[src/rtl/spi_line_fill_arbiter.sv]
// ---------------------------------------------------------------------------
// spi_line_fill_arbiter
//
// Shares one SPI master port between I-cache line refills and D-cache line
// refills / dirty-victim write-backs. One requester is granted at a time
// (round-robin on a tie) and a whole cache line is moved as LINE_WORDS word
// beats over the spi_addr_valid / spi_ready handshake. Fetched words are
// streamed into the granted cache's refill port one cycle after each beat.
//
// Optional build macro: CRITICAL_WORD_FIRST_EN
//   defined   - FILL starts at the missed word and wraps within the line
//   undefined - FILL always runs from the line base, ascending
//
// Ports:
//   clk, rst_n          clock, asynchronous active-low reset
//   i_req, i_addr       I-cache refill request (level) and miss address
//   d_req, d_addr       D-cache request (level) and miss address
//   d_wb, d_wb_addr     victim dirty flag (sampled at grant), victim address
//   d_wb_data, wb_idx   victim word / index of the word being written back
//   i_grant, d_grant    transaction in progress for that cache
//   refill_we/addr/data refill word write into the granted cache
//   refill_done_i/_d    one-cycle line-complete pulses
//   spi_address, spi_store, write_strobe, spi_addr_valid  beat request
//   spi_fetch, spi_ready                                  beat response
// ---------------------------------------------------------------------------
module spi_line_fill_arbiter #(
    parameter  int LINE_WORDS = 4,
    parameter  int ADDR_W     = 32,
    localparam int CNT_W      = $clog2(LINE_WORDS)
) (
    input  logic              clk,
    input  logic              rst_n,
    input  logic              i_req,
    input  logic [ADDR_W-1:0] i_addr,
    input  logic              d_req,
    input  logic [ADDR_W-1:0] d_addr,
    input  logic              d_wb,
    input  logic [ADDR_W-1:0] d_wb_addr,
    input  logic [31:0]       d_wb_data,
    output logic [CNT_W-1:0]  wb_idx,
    output logic              i_grant,
    output logic              d_grant,
    output logic              refill_we,
    output logic [ADDR_W-1:0] refill_addr,
    output logic [31:0]       refill_data,
    output logic              refill_done_i,
    output logic              refill_done_d,
    output logic [ADDR_W-1:0] spi_address,
    output logic [31:0]       spi_store,
    output logic [3:0]        write_strobe,
    output logic              spi_addr_valid,
    input  logic [31:0]       spi_fetch,
    input  logic              spi_ready
);

    localparam logic [ADDR_W-1:0] LINE_MASK = ~ADDR_W'(LINE_WORDS * 4 - 1);
    localparam logic [CNT_W-1:0]  LAST_BEAT = CNT_W'(LINE_WORDS - 1);

    typedef enum logic [1:0] {IDLE, WB, FILL, DONE} state_t;

    state_t              state_q, state_d;
    logic [CNT_W-1:0]    cnt_q, cnt_d;
    logic [ADDR_W-1:0]   fill_base_q, fill_base_d;
    logic [ADDR_W-1:0]   wb_base_q, wb_base_d;
    logic                i_grant_q, i_grant_d;
    logic                d_grant_q, d_grant_d;
    // 1 when D was the last requester served; reset to 0 so D wins the first tie
    logic                last_d_q, last_d_d;
    logic                refill_we_q, refill_we_d;
    logic [ADDR_W-1:0]   refill_addr_q, refill_addr_d;
    logic [31:0]         refill_data_q, refill_data_d;
    logic                done_i_q, done_i_d;
    logic                done_d_q, done_d_d;
    logic [CNT_W-1:0]    fill_idx;
    logic                beat;
    logic                pick_d;

`ifdef CRITICAL_WORD_FIRST_EN
    logic [CNT_W-1:0]    start_q, start_d;
    // Counter wraps modulo LINE_WORDS, so the sum stays within the line.
    assign fill_idx = cnt_q + start_q;
`else
    assign fill_idx = cnt_q;
`endif

    function automatic logic [ADDR_W-1:0] word_off(input logic [CNT_W-1:0] idx);
        return ADDR_W'({idx, 2'b00});
    endfunction

    // Beat-request outputs decode straight from state so they hold steady
    // while the SPI master stalls and clear immediately on reset.
    always_comb begin
        spi_addr_valid = 1'b0;
        spi_address    = '0;
        spi_store      = '0;
        write_strobe   = 4'h0;
        wb_idx         = '0;
        case (state_q)
            WB: begin
                spi_addr_valid = 1'b1;
                spi_address    = wb_base_q + word_off(cnt_q);
                spi_store      = d_wb_data;
                write_strobe   = 4'hF;
                wb_idx         = cnt_q;
            end
            FILL: begin
                spi_addr_valid = 1'b1;
                spi_address    = fill_base_q + word_off(fill_idx);
            end
            default: ;
        endcase
    end

    assign beat   = spi_addr_valid && spi_ready;
    assign pick_d = d_req && (!i_req || !last_d_q);

    always_comb begin
        state_d       = state_q;
        cnt_d         = cnt_q;
        fill_base_d   = fill_base_q;
        wb_base_d     = wb_base_q;
        i_grant_d     = i_grant_q;
        d_grant_d     = d_grant_q;
        last_d_d      = last_d_q;
        refill_we_d   = 1'b0;
        refill_addr_d = refill_addr_q;
        refill_data_d = refill_data_q;
        done_i_d      = 1'b0;
        done_d_d      = 1'b0;
`ifdef CRITICAL_WORD_FIRST_EN
        start_d       = start_q;
`endif
        case (state_q)
            IDLE: begin
                cnt_d = '0;
                if (pick_d) begin
                    d_grant_d   = 1'b1;
                    fill_base_d = d_addr & LINE_MASK;
                    wb_base_d   = d_wb_addr & LINE_MASK;
`ifdef CRITICAL_WORD_FIRST_EN
                    start_d     = d_addr[CNT_W+1:2];
`endif
                    state_d     = d_wb ? WB : FILL;
                end else if (i_req) begin
                    i_grant_d   = 1'b1;
                    fill_base_d = i_addr & LINE_MASK;
`ifdef CRITICAL_WORD_FIRST_EN
                    start_d     = i_addr[CNT_W+1:2];
`endif
                    state_d     = FILL;
                end
            end
            WB: begin
                if (beat) begin
                    if (cnt_q == LAST_BEAT) begin
                        cnt_d   = '0;
                        state_d = FILL;
                    end else begin
                        cnt_d = cnt_q + CNT_W'(1);
                    end
                end
            end
            FILL: begin
                if (beat) begin
                    refill_we_d   = 1'b1;
                    refill_addr_d = spi_address;
                    refill_data_d = spi_fetch;
                    cnt_d         = cnt_q + CNT_W'(1);
                    if (cnt_q == LAST_BEAT) begin
                        // Pulse lands in DONE together with the last refill write.
                        state_d  = DONE;
                        done_i_d = i_grant_q;
                        done_d_d = d_grant_q;
                    end
                end
            end
            DONE: begin
                i_grant_d = 1'b0;
                d_grant_d = 1'b0;
                last_d_d  = d_grant_q;
                state_d   = IDLE;
            end
            default: state_d = IDLE;
        endcase
    end

    always_ff @(posedge clk or negedge rst_n) begin
        if (!rst_n) begin
            state_q       <= IDLE;
            cnt_q         <= '0;
            fill_base_q   <= '0;
            wb_base_q     <= '0;
            i_grant_q     <= 1'b0;
            d_grant_q     <= 1'b0;
            last_d_q      <= 1'b0;
            refill_we_q   <= 1'b0;
            refill_addr_q <= '0;
            refill_data_q <= '0;
            done_i_q      <= 1'b0;
            done_d_q      <= 1'b0;
`ifdef CRITICAL_WORD_FIRST_EN
            start_q       <= '0;
`endif
        end else begin
            state_q       <= state_d;
            cnt_q         <= cnt_d;
            fill_base_q   <= fill_base_d;
            wb_base_q     <= wb_base_d;
            i_grant_q     <= i_grant_d;
            d_grant_q     <= d_grant_d;
            last_d_q      <= last_d_d;
            refill_we_q   <= refill_we_d;
            refill_addr_q <= refill_addr_d;
            refill_data_q <= refill_data_d;
            done_i_q      <= done_i_d;
            done_d_q      <= done_d_d;
`ifdef CRITICAL_WORD_FIRST_EN
            start_q       <= start_d;
`endif
        end
    end

    assign i_grant       = i_grant_q;
    assign d_grant       = d_grant_q;
    assign refill_we     = refill_we_q;
    assign refill_addr   = refill_addr_q;
    assign refill_data   = refill_data_q;
    assign refill_done_i = done_i_q;
    assign refill_done_d = done_d_q;

endmodule

[config.mk]
export PLATFORM = sky130hd
export DESIGN_NAME = spi_line_fill_arbiter
export DESIGN_NICKNAME = d
export VERILOG_FILES = /design/src/rtl/spi_line_fill_arbiter.sv
export SDC_FILE = /design/constraint.sdc
export NUM_CORES = 1
export LEC_CHECK = 0
export CAP_MARGIN = 20
export CORE_ASPECT_RATIO = 0.6
export CORE_MARGIN = 4
export CORE_UTILIZATION = 43
export DETAILED_ROUTE_END_ITERATION = 12
export PLACE_DENSITY = 0.9
export SLEW_MARGIN = 40
export SYNTH_ARGS = -nofsm -noshare
export SYNTH_HDL_FRONTEND = slang
export SYNTH_SLANG_ARGS = --single-unit
[constraint.sdc]
create_clock -name clk -period 3.07 [get_ports clk]
set_input_delay 0.614 -clock clk [delete_from_list [all_inputs] [get_ports clk]]
set_output_delay 0.614 -clock clk [all_outputs]
set_load 0.1 [all_outputs]
# ---- Word-level counts from Yosys, hierarchy flattened
# Index checks and enable logic that the tools add are counted.
dict set report word_totals {
  register_bits 134
  in_bits 166
  out_inout_bits 140
}
dict set report op_classes {
  n_addsub 3
  n_eq_ne 12
  mux 32
  reduce_logical 17
}
# op n
set op_table {}
lappend op_table {{$mux 32} 3}
lappend op_table {{$add 32x4->32} 2}
lappend op_table {{$pmux 32 s2} 1}
lappend op_table {{$mux 2} 11}
lappend op_table {{$ne 2x2->1 const B} 7}
lappend op_table {{$mux 1} 12}
lappend op_table {{$pmux 2 s4} 1}
lappend op_table {{$reduce_and 2->1} 4}
lappend op_table {{$eq 2x2->1 const B} 3}
lappend op_table {{$pmux 2 s3} 1}
lappend op_table {{$reduce_and 3->1} 2}
lappend op_table {{$reduce_and 5->1} 1}
lappend op_table {{$mux 4} 1}
lappend op_table {{$pmux 1 s2} 2}
lappend op_table {{$reduce_bool 2->1} 2}
lappend op_table {{$ne 3x3->1 const B} 1}
lappend op_table {{$reduce_bool 3->1} 1}
lappend op_table {{$add 2x1->2 const B} 1}
lappend op_table {{$eq 2x1->1 const B} 1}
lappend op_table {{$logic_and 1x1->1} 2}
lappend op_table {{$logic_not 1->1} 2}
lappend op_table {{$logic_not 2->1} 1}
lappend op_table {{$reduce_or 2->1} 1}
lappend op_table {{$logic_or 1x1->1} 1}

# ---- Longest topological paths before layout
# Gate-level depths: netlist of run 1.
dict set report logic_depth {
  depth_word 6
  mapped_depth 8
  ltp_nobuf 6
}

# ---- Worst setup path before layout of run 1
# No wires, ideal clock.
dict set report synth_path {
  kind {register -> output}
  from {register state_q[0]}
  to {output spi_address[2]}
  t_arrival_ns 3.098
  setup_slack_ns -0.642
  path_stages_with_launch 6
  cell_sequence {dfrtp_1 -> inv_1 -> ha_1 -> clkbuf_1 -> o21ai_0 -> nor2_1}
}
dict set report synth_via {
  elab_chain_cells 2
}
# element line_no
set synth_rtl {}
lappend synth_rtl {{start, declared} 61} ;# state_t state_q, state_d;
lappend synth_rtl {{start signal, assigned} 205} ;# state_q <= state_d;
lappend synth_rtl {{$eq 2x2->1 / $eq 2x1->1 (equally long branches)} 98} ;# case (state_q)
lappend synth_rtl {{$pmux 32 s2 *} 98}
lappend synth_rtl {{end, declared} 48} ;# output logic [ADDR_W-1:0] spi_address,
# Every way passes the cells marked *; elsewhere a longest branch is shown, timed or not.

# ---- Final worst setup path of run 1
dict set report layout_path {
  from {register state_q[1]}
  to {output spi_address[18]}
}
# The elaborated chain is that of the path after synthesis.

==> key figures, run 1 <==
Drt
  • Vias per inst: about 5.1
  • DR iter-0 viols: 250
  • Routed len/inst: approximately 18 um
  • DR pass1 iterations: 5
  • ANT nets after route: 0
  • Vias: approximately 5300
  • # DRC: 0
  • Final WL: 19.2 mm

Clock tree
  • CTS tree: done
  • Number of setup buffers added after CTS: 0
  • Clock latency on the worst-skew pair: roughly 0.40 ns
  • CTS sink cnt: 128
  • CTS Root Cell: clkbuf_16
  • Maximum clock path buffer count: 2
  • # hold bufs at CTS: 0
  • TritonCTS buffer count: 17
  • Reg clk slew, reported paths: 0.06 ns
  • Number of gates resized after cts: 0
  • H-tree depth: 4

Synthesis
  • Top_reg_cell synth: dfrtp_1
  • Syn Area/Cell: 10.1 um2
  • Mapped Cells: 582
  • Yosys reg bits: 128
  • Seq/Total Area, Yosys: 0.543
  • Warnings, synthesis: 0
  • Post-Syn Area: 5900 um2
  • Fraction of registers with async set/reset: 1.00
  • Netlist cell types: 32
  • EDFF count, synth: 0

Timing
  • Slew @ Worst Pin: 0.599 ns
  • # setup viols final: 0
  • Min cycle time layout: 2.82 ns
  • Slew headroom: 0.601
  • Fmax: 355 MHz
  • Clk_skew: about 0.014 ns
  • RSZ-0062 raised after global routing: false
  • Max-slew violation count: 0
  • Fin. Hold Viols: 0
  • Tcrit/Tclk final: 0.918

Placement
  • Area after DPL: 9490 um2
  • Placer Congestion: between 0.7 and 0.8
  • Port bufs: 289
  • Detail Placement HPWL: 14.5 mm

Floorplanning
  • Die Span Y: 98.8 um
  • Die area: 15700 um2
  • Ports: 306
  • Row cnt: 32
  • Die width: 159 um
  • Core Area: 13100 um2
  • Starting Density: 0.449

Final layout
  • Area Growth Syn to Fin: 70.8%
  • Final Cell Area: 10100 um2
  • Share of cells above drive strength 1: 0.286
  • Diodes inserted: 0
  • # fillers: approximately 840
  • Nets@finish: 1032

Global route
  • Grt total ovfl: 0
  • GR Layer Usage met1: 0.292
  • GR Util met3: 0.0777
  • First-pass GRT wire length: 30.0 mm
  • Met2 GRT Util: 0.420
  • Global Route Usage Sum: 0.241
  • Initial antenna violation count: 0
  • Largest net degree at the start of global routing: 59
  • Number of global-route vias before repair: around 5700
  • Grt peak-use layer: met2

Worst setup path
  • Setup CP Type: reg2out
  • Flop2flop setup slack: 0.90 ns
  • Max Fanout on Critical Path: 52
  • R2R cell count: 7
  • Setup crit end: spi_address[18]
  • Critical path startpoint category: register
  • R2r endpoint: refill_addr[28]
  • Arr. time, crit path: 2.21 ns
  • Worst setup startpoint: state_q[1]
  • Required @ worst endpoint: 2.46 ns
  • Crit. End Element: output port
  • R2r startpoint: state_q[0]

Flow run
  • Max-cap viol count: 0

Outcome
  • Outcome: completed

Hold path
  • Worst Hold Class: in2async
-- how the worst min path moves through the flow --
| stage | to | slack (ns) | depth (start not counted) |
|---|---|---|---|
| 2_1_floorplan | cnt_q[0] | 0.32 | 0 |
| 3_3_place_gp | refill_data[30] | 0.46 | 2 |
| 3_5_place_dp | refill_data[5] | 0.46 | 2 |
| 4_1_cts | refill_addr[25] | 0.12 | 1 |
| 5_1_grt | refill_data[0] | 0.12 | 1 |
| 6_report | refill_data[0] | 0.12 | 1 |
-- per-layer routing --
metal | routed length [um] | vias to the layer above
met5 | 0 | -
met4 | 263 | 0
met3 | 1440 | 18
met2 | 9610 | 219
met1 | 7890 | 2613
li1 | - | 2474
-- cell usage in the layout (no fill, tap or decap), types with 8 or more instances in the layout --
cell type        instances
nor2b_2                  8
nor2b_4                 20
clkdlybuf4s50_1        152
buf_4                   89
clkbuf_16               17
mux2_2                  29
mux2i_1                 32
and2_1                  34
a22oi_1                 28
buf_12                  60
o21ai_0                 61
nand2_1                155
dfrtp_1                128
-- synthesized netlist by cell type, types with 11 or more instances --
cell type  instances  area, um2
buf_4             11       82.6
mux2_2            29        327
nor2b_1           30        188
a22oi_1           28        210
buf_2             15       75.1
clkbuf_1          14       52.6
and2_1            34        213
dfrtp_1          128       3200
mux2i_1           32        320
nand2_1          155        582
o21ai_0           62        310
-- state kept, by name, summed over array words and instances, names as in the netlist --
signal / cells
cnt_q: 2
d_grant: 1
fill_base_q: 28
i_grant: 1
last_d_q: 1
refill_addr: 30
refill_data: 32
refill_done_d: 1
refill_done_i: 1
refill_we: 1
state_q: 2
wb_base_q: 28
-- layout make-up --
type,instances,area [um2],area share
repair buffers,302,3400,0.338
flip-flops and latches,128,3200,0.318
clock buffers,21,460,0.0457
clock inverters,11,130,0.0129
inverters,8,30.0,0.00298
multi-input cells,402,2640,0.262
well taps,170,213,0.0211
-- worst max-delay path, stage by stage, from the launching register on --
cell     delay, ns
dfrtp_1       0.41
inv_1         0.14
ha_2          0.41
buf_12        0.27
a22oi_1       0.14
nor2b_2       0.21
buf_12        0.20
-- cells by family after synthesis --
family | share of synthesized area
other cells | 0.000635
fa+ha+maj | 0.0148
simple gates | 0.178
mux | 0.112
flops | 0.543
compound gates | 0.104
buf+inv | 0.0477
-- per-stage QoR --
stage          hold WS [ns]  worst slack [ns]  TNS, ns   util  instances
2_1_floorplan         0.318            -0.222    -1.27      -        585
3_3_place_gp          0.460             0.466        0  0.722       1010
3_5_place_dp          0.464             0.411        0  0.722       1010
4_1_cts               0.123             0.228        0  0.767       1042
5_1_grt               0.123            0.0924        0  0.767       1042
6_report              0.120             0.250        0  0.767       1042
Power of run 1 is left out: the tool's default activity adds up to more than one toggle a clock period on the data nets, which glitch-free logic cannot reach.
==> run 2, diff against run 1 <==
--- a/config.mk
+++ b/config.mk
@@ -11,7 +11,7 @@
 export CORE_UTILIZATION = 43
 export DETAILED_ROUTE_END_ITERATION = 12
 export PLACE_DENSITY = 0.9
-export SLEW_MARGIN = 40
+export SLEW_MARGIN = 20
 export SYNTH_ARGS = -nofsm -noshare
 export SYNTH_HDL_FRONTEND = slang
 export SYNTH_SLANG_ARGS = --single-unit
==> results of run 2 <==
Same layout as run 1: the final DEF is identical, and so are final timing and power.
Power of run 2 is left out for the same reason.
==> run 3, diff against run 2 <==
--- a/config.mk
+++ b/config.mk
@@ -5,6 +5,7 @@
 export SDC_FILE = /design/constraint.sdc
 export NUM_CORES = 1
 export LEC_CHECK = 0
+export ABC_CLOCK_PERIOD_IN_PS = 3070
 export CAP_MARGIN = 20
 export CORE_ASPECT_RATIO = 0.6
 export CORE_MARGIN = 4
==> results of run 3 <==
Same layout as run 1: the final DEF is identical, and so are final timing and power.
Power of run 3 is left out for the same reason.
